### src/rtl/multi_led_blinker_if.sv
// Configuration write port for multi_led_blinker: valid/ready handshake
// carrying target channel, mode, period and duty.
interface multi_led_blinker_if #(
   parameter int unsigned NUM_CH   = 3,
   parameter int unsigned PERIOD_W = 12
) ();
   localparam int unsigned CH_W = (NUM_CH > 1) ? $clog2(NUM_CH) : 1;

   logic                valid;
   logic                ready;
   logic [CH_W-1:0]     ch;
   logic [1:0]          mode;
   logic [PERIOD_W-1:0] period;
   logic [PERIOD_W-1:0] duty;

   modport master (output valid, ch, mode, period, duty, input ready);
   modport slave  (input valid, ch, mode, period, duty, output ready);
endinterface

### src/rtl/multi_led_blinker.sv
// N-channel LED pattern generator: shared tick prescaler plus per-channel
// period/duty phase counters running OFF / ON / BLINK / ONESHOT.
// Optional build macro MULTI_LED_BLINKER_ACTIVE_LOW_EN inverts the LED
// output register (reset value all 1, "on" drives 0).
module multi_led_blinker #(
   parameter int unsigned CLK_HZ     = 12000000,
   parameter int unsigned TICK_HZ    = 1000,
   parameter int unsigned NUM_CH     = 3,
   parameter int unsigned PERIOD_W   = 12,
   parameter int unsigned DEF_PERIOD = 1000,
   parameter int unsigned DEF_DUTY   = 500
) (
   input  logic                clk,
   input  logic                rst_n,
   multi_led_blinker_if.slave  cfg,
   output logic [NUM_CH-1:0]   led,
   output logic                tick
);

   localparam int unsigned DIV   = CLK_HZ / TICK_HZ;
   localparam int unsigned PRE_W = $clog2(DIV);
   localparam int unsigned CH_W  = (NUM_CH > 1) ? $clog2(NUM_CH) : 1;
   localparam int unsigned CNT_W = PERIOD_W + 1;
   localparam logic [PRE_W-1:0] PRE_LAST = PRE_W'(DIV - 1);

`ifdef MULTI_LED_BLINKER_ACTIVE_LOW_EN
   localparam logic ACTIVE_LOW = 1'b1;
`else
   localparam logic ACTIVE_LOW = 1'b0;
`endif
   localparam logic [NUM_CH-1:0] LED_MASK = {NUM_CH{ACTIVE_LOW}};

   typedef enum logic [1:0] {
      MODE_OFF     = 2'd0,
      MODE_ON      = 2'd1,
      MODE_BLINK   = 2'd2,
      MODE_ONESHOT = 2'd3
   } mode_e;

   logic [PRE_W-1:0]    pre_q, pre_n;
   logic                tick_n;
   logic                ready_n;
   logic                accept;

   mode_e               mode_q   [NUM_CH];
   mode_e               mode_n   [NUM_CH];
   logic [PERIOD_W-1:0] period_q [NUM_CH];
   logic [PERIOD_W-1:0] period_n [NUM_CH];
   logic [PERIOD_W-1:0] duty_q   [NUM_CH];
   logic [PERIOD_W-1:0] duty_n   [NUM_CH];
   logic [PERIOD_W-1:0] phase_q  [NUM_CH];
   logic [PERIOD_W-1:0] phase_n  [NUM_CH];
   logic [CNT_W-1:0]    inc      [NUM_CH];
   logic [NUM_CH-1:0]   led_n;

   assign accept = cfg.valid & cfg.ready;

   // Prescaler wrap, tick strobe and one-cycle ready drop after each accept
   always_comb begin
      pre_n   = (pre_q == PRE_LAST) ? '0 : pre_q + PRE_W'(1);
      tick_n  = (pre_q == PRE_LAST);
      ready_n = ~accept;
   end

   // Per-channel next state; a config write beats a coincident tick
   always_comb begin
      for (int i = 0; i < NUM_CH; i++) begin
         mode_n[i]   = mode_q[i];
         period_n[i] = period_q[i];
         duty_n[i]   = duty_q[i];
         phase_n[i]  = phase_q[i];
         led_n[i]    = led[i] ^ ACTIVE_LOW;
         inc[i]      = {1'b0, phase_q[i]} + CNT_W'(1);

         if (accept && (cfg.ch == CH_W'(i))) begin
            // ONESHOT with zero on-time finishes at once
            if ((cfg.mode == MODE_ONESHOT) && (cfg.duty == '0)) begin
               mode_n[i] = MODE_OFF;
            end else begin
               mode_n[i] = mode_e'(cfg.mode);
            end
            period_n[i] = cfg.period;
            duty_n[i]   = cfg.duty;
            phase_n[i]  = '0;
         end else begin
            if (tick) begin
               if (mode_q[i] == MODE_ONESHOT) begin
                  if (inc[i] >= {1'b0, duty_q[i]}) begin
                     mode_n[i]  = MODE_OFF;
                     phase_n[i] = '0;
                  end else begin
                     phase_n[i] = inc[i][PERIOD_W-1:0];
                  end
               end else if (inc[i] >= {1'b0, period_q[i]}) begin
                  phase_n[i] = '0;
               end else begin
                  phase_n[i] = inc[i][PERIOD_W-1:0];
               end
            end

            case (mode_n[i])
               MODE_OFF: led_n[i] = 1'b0;
               MODE_ON:  led_n[i] = 1'b1;
               default:  led_n[i] = (phase_n[i] < duty_n[i]);
            endcase
         end
      end
   end

   // State registers with asynchronous reset to the default blink
   always_ff @(posedge clk or negedge rst_n) begin
      if (!rst_n) begin
         pre_q     <= '0;
         tick      <= 1'b0;
         cfg.ready <= 1'b0;
         led       <= LED_MASK;
         for (int i = 0; i < NUM_CH; i++) begin
            mode_q[i]   <= MODE_BLINK;
            period_q[i] <= PERIOD_W'(DEF_PERIOD);
            duty_q[i]   <= PERIOD_W'(DEF_DUTY);
            phase_q[i]  <= '0;
         end
      end else begin
         pre_q     <= pre_n;
         tick      <= tick_n;
         cfg.ready <= ready_n;
         led       <= led_n ^ LED_MASK;
         for (int i = 0; i < NUM_CH; i++) begin
            mode_q[i]   <= mode_n[i];
            period_q[i] <= period_n[i];
            duty_q[i]   <= duty_n[i];
            phase_q[i]  <= phase_n[i];
         end
      end
   end

endmodule

### src/flat_wrapper.sv
// flat-port wrapper written by rule: the top's interface ports become plain ports
module multi_led_blinker_flat 
#(
   parameter int unsigned CLK_HZ     = 12000000,
   parameter int unsigned TICK_HZ    = 1000,
   parameter int unsigned NUM_CH     = 3,
   parameter int unsigned PERIOD_W   = 12,
   parameter int unsigned DEF_PERIOD = 1000,
   parameter int unsigned DEF_DUTY   = 500
)
  (clk, rst_n, led, tick, cfg_valid, cfg_ch, cfg_mode, cfg_period, cfg_duty, cfg_ready);
  multi_led_blinker_if #(.NUM_CH(NUM_CH), .PERIOD_W(PERIOD_W)) cfg_i ();
  input  logic clk;
  input  logic rst_n;
  output logic [NUM_CH-1:0] led;
  output logic tick;
  input wire logic [$bits(cfg_i.valid)-1:0] cfg_valid;
  input wire logic [$bits(cfg_i.ch)-1:0] cfg_ch;
  input wire logic [$bits(cfg_i.mode)-1:0] cfg_mode;
  input wire logic [$bits(cfg_i.period)-1:0] cfg_period;
  input wire logic [$bits(cfg_i.duty)-1:0] cfg_duty;
  output wire logic [$bits(cfg_i.ready)-1:0] cfg_ready;
  assign cfg_i.valid = cfg_valid;
  assign cfg_i.ch = cfg_ch;
  assign cfg_i.mode = cfg_mode;
  assign cfg_i.period = cfg_period;
  assign cfg_i.duty = cfg_duty;
  assign cfg_ready = cfg_i.ready;
  multi_led_blinker #(.CLK_HZ(CLK_HZ), .TICK_HZ(TICK_HZ), .NUM_CH(NUM_CH), .PERIOD_W(PERIOD_W), .DEF_PERIOD(DEF_PERIOD), .DEF_DUTY(DEF_DUTY)) u_core (.clk(clk), .rst_n(rst_n), .cfg(cfg_i), .led(led), .tick(tick));
endmodule
### config.mk
export PLATFORM = sky130hd
export DESIGN_NAME = multi_led_blinker_flat
export DESIGN_NICKNAME = d
export VERILOG_FILES = /design/src/rtl/multi_led_blinker_if.sv /design/src/rtl/multi_led_blinker.sv /design/src/flat_wrapper.sv
export SDC_FILE = /design/constraint.sdc
export NUM_CORES = 1
export LEC_CHECK = 0
export ABC_AREA = 1
export BUFFER_PORTS_ARGS = -buffer_cell sky130_fd_sc_hd__buf_2
export CORE_UTILIZATION = 45
export DETAILED_ROUTE_END_ITERATION = 8
export GPL_TIMING_DRIVEN = 0
export PLACE_DENSITY = 0.61
export SLEW_MARGIN = 25
export SYNTH_ARGS = -nofsm -noshare
export SYNTH_HDL_FRONTEND = slang
export SYNTH_SLANG_ARGS = --single-unit
### constraint.sdc
create_clock -name clk -period 8.15 [get_ports clk]
set_clock_uncertainty 0.2 [all_clocks]
set_input_delay 0 -clock clk [delete_from_list [all_inputs] [get_ports clk]]
set_output_delay 0 -clock clk [all_outputs]
set_load 0.02 [all_outputs]
==> reports/results.txt <==
Vias in the first global route = 7,431
FF+latch count, synth = 133
EDFF count, synth = 0
CTS tree = done
Worst-margin pin slew = 871 ps
Most instantiated library cell after synthesis = nand2_1
Mapped Avg Cell Area = 7.84 sq um
Yosys cell types = 47
Final #Nets = 1,366
Vias = 7,623
Cells after Synth = 1,138
Top Metal Used = met4
Maxcap violations = 0
Via density = 5.07
Tmin final = 4440 ps
DRC violations left = 0
Warnings, synthesis = 0
Diode count = 0
Root buf cell = clkbuf_16
Final hold vios = 0
Cell Area, Placed = 9460 sq um
Area of the multi-input gates = 4780 sq um
Max VDD drop = 162 uV
Top cell type by total area after synthesis = dfrtp_1
Worst-case clock buffer depth = 2
Final setup violation count = 0
Final Max Tran Viols = 0
CTS Buf Count = 17
Synthesized Nets = 1,278
Synth async-reset ratio = 100%
FP Rows = 51
Kind of critical path = flip-flop to flip-flop
Met2 WL = 11,100 um
GPL Wtd Cong = 0.864
Maximum level of the CTS H-tree = 4
Share of layout cells above drive strength 1 = 13.6%
Layout area overhead = 16.3%
Status = finished, final reports clean
I/O pin total = 36
Largest net degree at the start of global routing = 67
Post-Syn Area = 8920 sq um
Storage cell area = 3380 sq um
Starting density of the core = 45.8%
Wl on met1 = 11,300 um
CP Data Required Time = 8300 ps
Initial antenna violation count = 0
Die ar. = 20,400 sq um
Congestion Overflow GR = 0
Crit. End Element = flip-flop
Reg clk slew, reported paths = 70 ps
Crit path DAT = 4590 ps
Die width = 143 um
Antenna-violating nets left = 0
Worst skew pair latency = 430 ps
GRT Util Overall = 25.3%
Power Dens Cells = 194 nW/um^2
Fmax = 225 MHz
Clk sinks = 133
Worst Hold Class = input pin to asynchronous set/reset pin
Detailed placement HPWL = 17,800 um
Cell area after layout = 10,400 sq um
Layout fillers = 1,822
Seq/Total Area, Yosys = 37.9%
Chip height = 143 um
DRT Wirelength = 24,000 um
First-pass GRT wire length = 38,500 um
Average wire per standard cell = 16.0 um
Ys flop type = dfrtp_1
Worst slew margin = 41.9%
Yosys top cell area share = 26.4%
WL met3 = 1060 um
Largest cells by area after synthesis = dfrtp_1, ha_1, nand2_1
Commonest cells in the netlist = nand2_1, inv_1, ha_1, dfrtp_1, o21ai_0
Setup_tns = 0 ps
Detailed Routing Iterations Pass 1 = 5
Port Buffers = 35
Setup crit start kind = flip-flop
Core Region = 19,500 sq um
Final period utilization = 54.5%
Critical-path maximum fanout = 10
RSZ-0062 raised after global routing = false
Post-CTS Setup Bufs = 0
Initial drt markers = 415
Leak Pwr = 5.48 nW
==> path summary, 6_finish.rpt <==
path | start | end | slack, ps | cells past startpoint
setup / recovery | u_core.phase_q[24] | u_core.led[0] | 3710 | 27
hold / removal | rst_n | u_core.period_q[7] | 70 | 2
setup reg to reg | u_core.phase_q[24] | u_core.led[0] | 3710 | 27
hold reg to reg | u_core.pre_q[13] | u_core.pre_q[13] | 270 | 1
max in group asynchronous | rst_n | u_core.duty_q[17] | 7260 | 3
min in group clk | cfg_valid | u_core.cfg.ready | 150 | 3
==> registers in the layout (all words and copies together), names as in the netlist <==
signal            flops
u_core.duty_q        36
u_core.period_q      36
u_core.phase_q       36
u_core.pre_q         14
u_core.mode_q         6
u_core.led            3
u_core.cfg.ready      1
u_core.tick           1
==> worst max-delay path, cell delays in order, from the launching register on <==
cell       delay [ps]
dfrtp_1           500
ha_1              250
nand3_2           130
nor3_1            200
xor2_1            390
ha_1              330
nand2_1            60
inv_1              40
nand3_1           100
nor2_1             60
nor2_1            110
nor2_1             70
nor2_2            100
nand2_2            70
nand2_2            70
nand2_1            60
inv_2              70
buf_6             170
nand2_2            70
nand2_1            60
ha_1              240
a21oi_1           140
o21ai_0            90
nand3_1            70
a21oi_1            90
a2111oi_2         310
nand2_1           150
a21oi_2           140
==> per-stage QoR <==
step | hold slack [ps] | total power, mW | util [%] | std cells | setup WS, ps
2_1_floorplan | -496 | 1.13 | - | 1138 | 4460
3_3_place_gp | 30.1 | 1.25 | 48.4 | 1438 | 3760
3_5_place_dp | -191 | 1.26 | 48.6 | 1439 | 3760
4_1_cts | 67.4 | 2.02 | 53.3 | 1504 | 3720
5_1_grt | 89.6 | 2.13 | 53.3 | 1504 | 3270
6_report | 66.2 | 2.01 | 53.3 | 1504 | 3710
==> metal layers <==
metal  up-vias  global-route usage, %
met2       166                   41.3
met4         0                   9.17
met1      3552                   32.9
met3        38                   5.60
met5         -                      0
li1       3867                      -
==> report_power, final <==
part,switching (mW),total [mW],internal (mW)
Clock,0.343,0.745,0.402
Sequential,0.0375,0.815,0.777
Combinational,0.287,0.452,0.165
==> area by class of cell <==
cell class,count,share of cell area [%]
timing repair buffer,69,5.41
buffer,27,1.13
tap,265,3.20
sequential,133,32.6
clock buffer,17,4.10
inverter,171,6.19
clock inverter,15,1.29
multi-input combinational,807,46.1
==> cell usage in the layout, fill, tap and decap left out, types with 7 or more instances in the layout <==
master	Yosys	layout
nor3_1	14	14
inv_1	165	165
a21oi_1	71	71
dfrtp_1	94	94
ha_1	109	109
clkbuf_1	20	20
xor2_1	24	24
nor2_1	65	65
dlygate4sd3_1	0	32
clkbuf_16	0	17
nand4_1	10	10
dfstp_2	39	39
nand3_2	7	7
buf_2	4	38
nand2_2	16	16
a21oi_2	11	11
nand3_1	51	51
o21ai_0	86	86
inv_6	0	7
nand2_1	293	293
==> logic make-up (layout without fill, tap and decap cells) <==
family,after synthesis,after routing,synth area share [%]
and+or+nand+nor,480,480,23.6
buffers and inverters,198,299,8.52
AOI/OAI and AO/OA,187,187,11.6
DFF,133,133,37.9
adders and majority gates,109,109,15.3
xor gates and xnor gates,31,31,3.13
==> repair_timing <==
action | in CTS | in global routing
resized for setup | 0 | 0
hold endpoints to repair | 200 | 0
hold buffers | 33 | 0
Power figures use the tool's default switching activity.
